===== config.mk =====
export PLATFORM = sky130hd
export DESIGN_NAME = inst_fetch_stage
export DESIGN_NICKNAME = d
export VERILOG_FILES = /design/src/rtl/inst_fetch_stage.sv
export SDC_FILE = /design/constraint.sdc
export NUM_CORES = 1
export LEC_CHECK = 0
export BUFFER_PORTS_ARGS = -buffer_cell sky130_fd_sc_hd__buf_2
export CAP_MARGIN = 20
export CORE_ASPECT_RATIO = 0.7
export CORE_MARGIN = 1
export CORE_UTILIZATION = 54
export CTS_CLUSTER_SIZE = 24
export DETAILED_ROUTE_END_ITERATION = 7
export PLACE_DENSITY = 0.82
export SLEW_MARGIN = 20
export SYNTH_ARGS = -nofsm -noshare
export SYNTH_HDL_FRONTEND = slang
export SYNTH_SLANG_ARGS = --single-unit

===== constraint.sdc =====
create_clock -name clk -period 5.9 [get_ports clk]
set_input_delay 0.885 -clock clk [delete_from_list [all_inputs] [get_ports clk]]
set_output_delay 0.885 -clock clk [all_outputs]
set_load 0.03 [all_outputs]

===== src/rtl/inst_fetch_stage.sv =====
// IF stage: fetch PC, synchronous inst RAM read strobe, and
// next-PC prediction from a direct-mapped BTB with 2-bit counters.
module inst_fetch_stage #(
  parameter logic [31:0] RESET_PC  = 32'h1c000000,
  parameter int          BTB_IDX_W = 3
) (
  input  logic        clk,
  input  logic        reset,
  input  logic        IPD_allow_in,
  output logic        IF_to_IPD_valid,
  output logic [95:0] IF_to_IPD_bus,
  input  logic        redirect_valid,
  input  logic [31:0] redirect_pc,
  input  logic        btb_upd_valid,
  input  logic [31:0] btb_upd_pc,
  input  logic [31:0] btb_upd_target,
  input  logic        btb_upd_taken,
  output logic        inst_ram_en,
  output logic [31:0] inst_ram_addr
);

  localparam int N     = 1 << BTB_IDX_W;
  localparam int TAG_W = 32 - BTB_IDX_W - 2;

  logic [31:0]          r_fetch_pc;
  logic                 r_if_valid;
  logic [N-1:0]         r_btb_valid;
  logic [TAG_W-1:0]     r_btb_tag    [N];
  logic [31:0]          r_btb_target [N];
  logic [1:0]           r_btb_ctr    [N];

  logic [BTB_IDX_W-1:0] w_idx;
  logic [TAG_W-1:0]     w_tag;
  logic                 w_hit;
  logic [31:0]          w_pred_pc;
  logic                 w_fire;
  logic [31:0]          w_next_pc;

  logic [BTB_IDX_W-1:0] w_uidx;
  logic [TAG_W-1:0]     w_utag;
  logic                 w_uhit;
  logic [1:0]           w_uctr;
  logic [1:0]           w_ctr_inc;
  logic [1:0]           w_ctr_dec;
  logic                 w_unused_bits;

  assign w_idx = r_fetch_pc[BTB_IDX_W+1:2];
  assign w_tag = r_fetch_pc[31:BTB_IDX_W+2];
  assign w_hit = r_btb_valid[w_idx]
              && (r_btb_tag[w_idx] == w_tag);

  assign w_pred_pc = (w_hit && r_btb_ctr[w_idx][1])
                   ? r_btb_target[w_idx]
                   : r_fetch_pc + 32'd4;

  assign w_fire = r_if_valid & IPD_allow_in
                & ~redirect_valid;

  assign IF_to_IPD_valid = r_if_valid & ~redirect_valid;
  assign IF_to_IPD_bus   = {w_pred_pc, r_fetch_pc, 32'b0};
  assign inst_ram_en     = w_fire;
  assign inst_ram_addr   = r_fetch_pc;

  always_comb begin
    w_next_pc = r_fetch_pc;
    if (redirect_valid)
      w_next_pc = redirect_pc;
    else if (w_fire)
      w_next_pc = w_pred_pc;
  end

  always_ff @(posedge clk) begin
    if (reset) begin
      r_fetch_pc <= RESET_PC;
      r_if_valid <= 1'b0;
    end else begin
      r_fetch_pc <= w_next_pc;
      r_if_valid <= 1'b1;
    end
  end

  assign w_uidx = btb_upd_pc[BTB_IDX_W+1:2];
  assign w_utag = btb_upd_pc[31:BTB_IDX_W+2];
  assign w_uhit = r_btb_valid[w_uidx]
               && (r_btb_tag[w_uidx] == w_utag);
  assign w_uctr = r_btb_ctr[w_uidx];

  assign w_ctr_inc = (w_uctr == 2'b11) ? 2'b11
                   : w_uctr + 2'b01;
  assign w_ctr_dec = (w_uctr == 2'b00) ? 2'b00
                   : w_uctr - 2'b01;

  // Byte offset of a branch PC never selects a BTB entry.
  assign w_unused_bits = ^btb_upd_pc[1:0];

  always_ff @(posedge clk) begin
    if (reset)
      r_btb_valid <= '0;
    else if (btb_upd_valid && btb_upd_taken && !w_uhit)
      r_btb_valid[w_uidx] <= 1'b1;
  end

  always_ff @(posedge clk) begin
    if (btb_upd_valid) begin
      if (w_uhit) begin
        if (btb_upd_taken) begin
          r_btb_ctr[w_uidx]    <= w_ctr_inc;
          r_btb_target[w_uidx] <= btb_upd_target;
        end else begin
          r_btb_ctr[w_uidx] <= w_ctr_dec;
        end
      end else if (btb_upd_taken) begin
        r_btb_tag[w_uidx]    <= w_utag;
        r_btb_target[w_uidx] <= btb_upd_target;
        r_btb_ctr[w_uidx]    <= 2'b10;
      end
    end
  end

endmodule


==> results.py <==
metrics = {
    "timing": {
        "max_freq_mhz": 177,
        "fin_crit_ns": 5.66,
        "finalHoldViolCount": 0,
        "finClkSkew_ns": 0.0142,
        "setup_ws_ns": 0.244,
        "finalCritPeriodShare": 0.959,
        "worstMarginPinSlew_ns": 1.21,
        "slew_headroom": 0.194,
        "hold_slack_ns": 0.469,
        "finalSetupViolations": 0,
        "final_max_slew_viol_count": 0,
        "rsz0062_at_grt": "no",
        "tns_ns": 0,
    },
    "cts": {
        "clkSlewWorstSetupHoldPaths_ns": 0.06,
        "cts_hold_buf": 0,
        "cts_buffers": 49,
        "clockBufferDepth": 3,
        "clockRootBuffer": "clkbuf_16",
        "post_cts_buffers": 0,
        "cts_max_level": 2,
        "clk_latency_ns": 0.60,
        "post_cts_resized": 0,
        "cts_tree": "yes",
        "cts_sinks": 532,
    },
    "cells_and_area": {
        "final.fill_count": 3032,
        "fin_area_um2": 27000,
        "multi_input_area_um2": 7640,
        "final-seq-area_um2": 15500,
        "nets": 1662,
        "fin_util": 0.617,
        "syn_to_final_growth_pct": 12.5,
        "finalNonFillerCells": 2202,
        "drive_above_1_share": 0.317,
    },
    "pwr": {
        "report.power.total_mw": 8.32,
        "p_leak_nw": 9.19,
        "pwr-share-comb": 0.099,
        "p_int_mw": 6.32,
        "power.switching_mw": 2.00,
        "peakVddDrop_mv": 0.185,
        "p_per_area_nw_per_um2": 308,
        "switching_share": 0.240,
        "power_frac_clock": 0.385,
        "power_frac_seq": 0.516,
    },
    "routing": {
        "wl_mm": 61.0,
        "vias": 14200,
        "first_pass_iters": 8,
        "via_per_inst": 6.45,
        "drc": 0,
        "wire_per_inst_um": 27.7,
        "ant_nets": 0,
        "initialDrtViolationCount": 1924,
    },
    "yosys": {
        "synth_xor_area_frac": 0.0295,
        "ys_seq_area_frac": 0.646,
        "syn_area_um2": 24000,
        "synth-seq-cells": 532,
        "yosys_most_used_dff": "edfxtp_1",
        "synth_top_family_by_area": "multiplexers",
        "yosys.area_share.adder": 0.000521,
        "synth.distinct_cells": 58,
        "synthArstFlopShare": 0,
        "synthMuxAreaShare": 0.194,
        "synth_compound_area_frac": 0.0521,
        "ys_warn_count": 0,
        "syn_area_per_cell_um2": 17.3,
        "synthCells": 1391,
        "synth_enable_flop_cells": 488,
        "synthSimpleGateAreaFrac": 0.0332,
    },
    "setup_path": {
        "crit_path_end_kind": "primary output",
        "cp.required_ns": 5.02,
        "cp_data_arrival_time_ns": 4.77,
        "r2r_setup_slack_ns": 1.71,
        "cp_max_fo": 40,
        "crit_path_start_kind": "flip-flop",
        "critical_path_class": "reg -> out",
        "rr_worst_depth": 9,
    },
    "grt": {
        "grtUsageTotal": 0.272,
        "grt_pass1_vias": 14200,
        "overflow": 0,
        "grt_pass1_wl_mm": 89.0,
        "grt_start_max_net_pins": 68,
        "antenna_found_initial": 14,
    },
    "floorplanning": {
        "start_util": 0.549,
        "coreArea_um2": 43800,
        "ios": 232,
        "fp.dieW_um": 254,
        "die_h_um": 179,
        "row_count": 64,
        "dieArea_um2": 45400,
    },
    "run_status": {
        "outcome": "finished, final reports clean",
    },
    "placement": {
        "gp_congestion": 0.877,
        "dpl_worst_slack_ns": 0.932,
        "dpl_cell_area_um2": 25400,
        "dp_hpwl_mm": 38.9,
        "dp.cells": 2102,
        "port_buffers": 197,
    },
    "worst_hold_path": {
        "worstHoldEndpoint": "r_btb_valid[7]$_SDFFE_PP0P_",
        "hold_class": "reg -> reg",
        "whs_path_depth": 2,
        "min_from": "r_btb_valid[7]$_SDFFE_PP0P_",
    },
    "run": {
        "cap_violations": 0,
    },
}
[synth_stat cells (all sizes together), types with 5 or more instances]
cell | count | area, µm²
edfxtp | 488 | 14700
mux4 | 139 | 3130
mux2i | 121 | 1210
buf | 119 | 831
xor2 | 47 | 412
dfxtp | 44 | 881
a22oi | 38 | 285
clkbuf | 34 | 128
nand2 | 34 | 128
xnor2 | 34 | 298
o2bb2ai | 32 | 280
mux2 | 28 | 327
inv | 25 | 93.8
nor2 | 25 | 93.8
a221oi | 17 | 149
a21oi | 15 | 75.1
nand3 | 15 | 75.1
nor3 | 13 | 65.1
o21ai | 13 | 65.1
nor4 | 12 | 106
nand4 | 11 | 75.1
a221o | 10 | 100
nor2b | 10 | 62.6
o22ai | 9 | 56.3
and4 | 6 | 52.6
nand2b | 6 | 37.5
a32oi | 5 | 43.8
and3 | 5 | 31.3
[flip-flops by register name, indices dropped and copies added (netlist names), named ones only]
signal / cells
r_btb_target: 256
r_btb_tag: 216
inst_ram_addr: 32
r_btb_ctr: 16
r_btb_valid: 8
r_if_valid: 1
[critical path, cell delays in order, from the launching register on]
cell and delay (ns):
dfxtp_4 0.93, mux4_2 0.59, mux2i_1 0.32, xor2_1 0.18
nand4_1 0.19, nor4_2 0.38, nand4_4 0.38, buf_4 0.40
mux2i_1 0.44, buf_2 0.29
[cell type report]
cell class	count	area share
diodes	9	0.000833
clock buffers	70	0.0516
multi-input cells	711	0.282
repair buffers	239	0.0505
inverters	26	0.00361
flip-flops and latches	532	0.575
well taps	594	0.0275
clock inverters	21	0.00870
[placed cells by master, fill, tap and decap left out, drive strengths merged, types with 9 or more instances in the layout]
cell type  netlist  layout
a21oi           15      15
a221o           10      10
a221oi          17      17
a22oi           38      38
buf            119     239
clkbuf          34      70
clkinv           1      19
conb             1      32
dfxtp           44      44
diode            0       9
edfxtp         488     488
inv             25      23
mux2            28      28
mux2i          121     121
mux4           139     139
nand2           34      34
nand3           15      15
nand4           11      11
nor2            25      25
nor2b           10      10
nor3            13      13
nor4            12      12
o21ai           13      13
o22ai            9       9
o2bb2ai         32      32
xnor2           34      34
xor2            47      47
[per-layer routing]
| metal | share of wire | global-route usage | up-vias |
|---|---|---|---|
| met5 | 0.00090 | 0 | - |
| li1 | - | - | 5891 |
| met3 | 0.11 | 0.0648 | 132 |
| met2 | 0.47 | 0.424 | 989 |
| met4 | 0.035 | 0.114 | 8 |
| met1 | 0.38 | 0.369 | 7184 |
[power groups by stage]
stage	sequential (mW)	clock (mW)	combinational, mW
finish	4.30	3.21	0.820
global route	4.30	3.37	0.866
CTS	4.29	3.24	0.814
detailed placement	4.37	0	0.809
global placement	4.37	0	0.791
floorplan	4.34	0	0.582
[how the worst max path moves through the flow]
| stage | start | end | cells after the start |
|---|---|---|---|
| finish | flip-flop | IF_to_IPD_bus[68] | 9 |
| global route | flip-flop | IF_to_IPD_bus[68] | 9 |
| CTS | flip-flop | IF_to_IPD_bus[68] | 9 |
| detailed placement | flip-flop | IF_to_IPD_bus[68] | 9 |
| global placement | flip-flop | IF_to_IPD_bus[68] | 9 |
| floorplan | btb_upd_pc[3] | r_btb_tag[1][0]$_DFFE_PP_ | 9 |
[cells by family (layout without fill, tap and decap cells)]
group,after synthesis,after routing
AOI/OAI and AO/OA,162,162
DFF,532,532
buffers and inverters,179,356
and+or+nand+nor,147,147
adders and majority gates,1,1
muxes,288,288
xor gates and xnor gates,81,81
other,1,41
(Power assumes the default switching activity.)
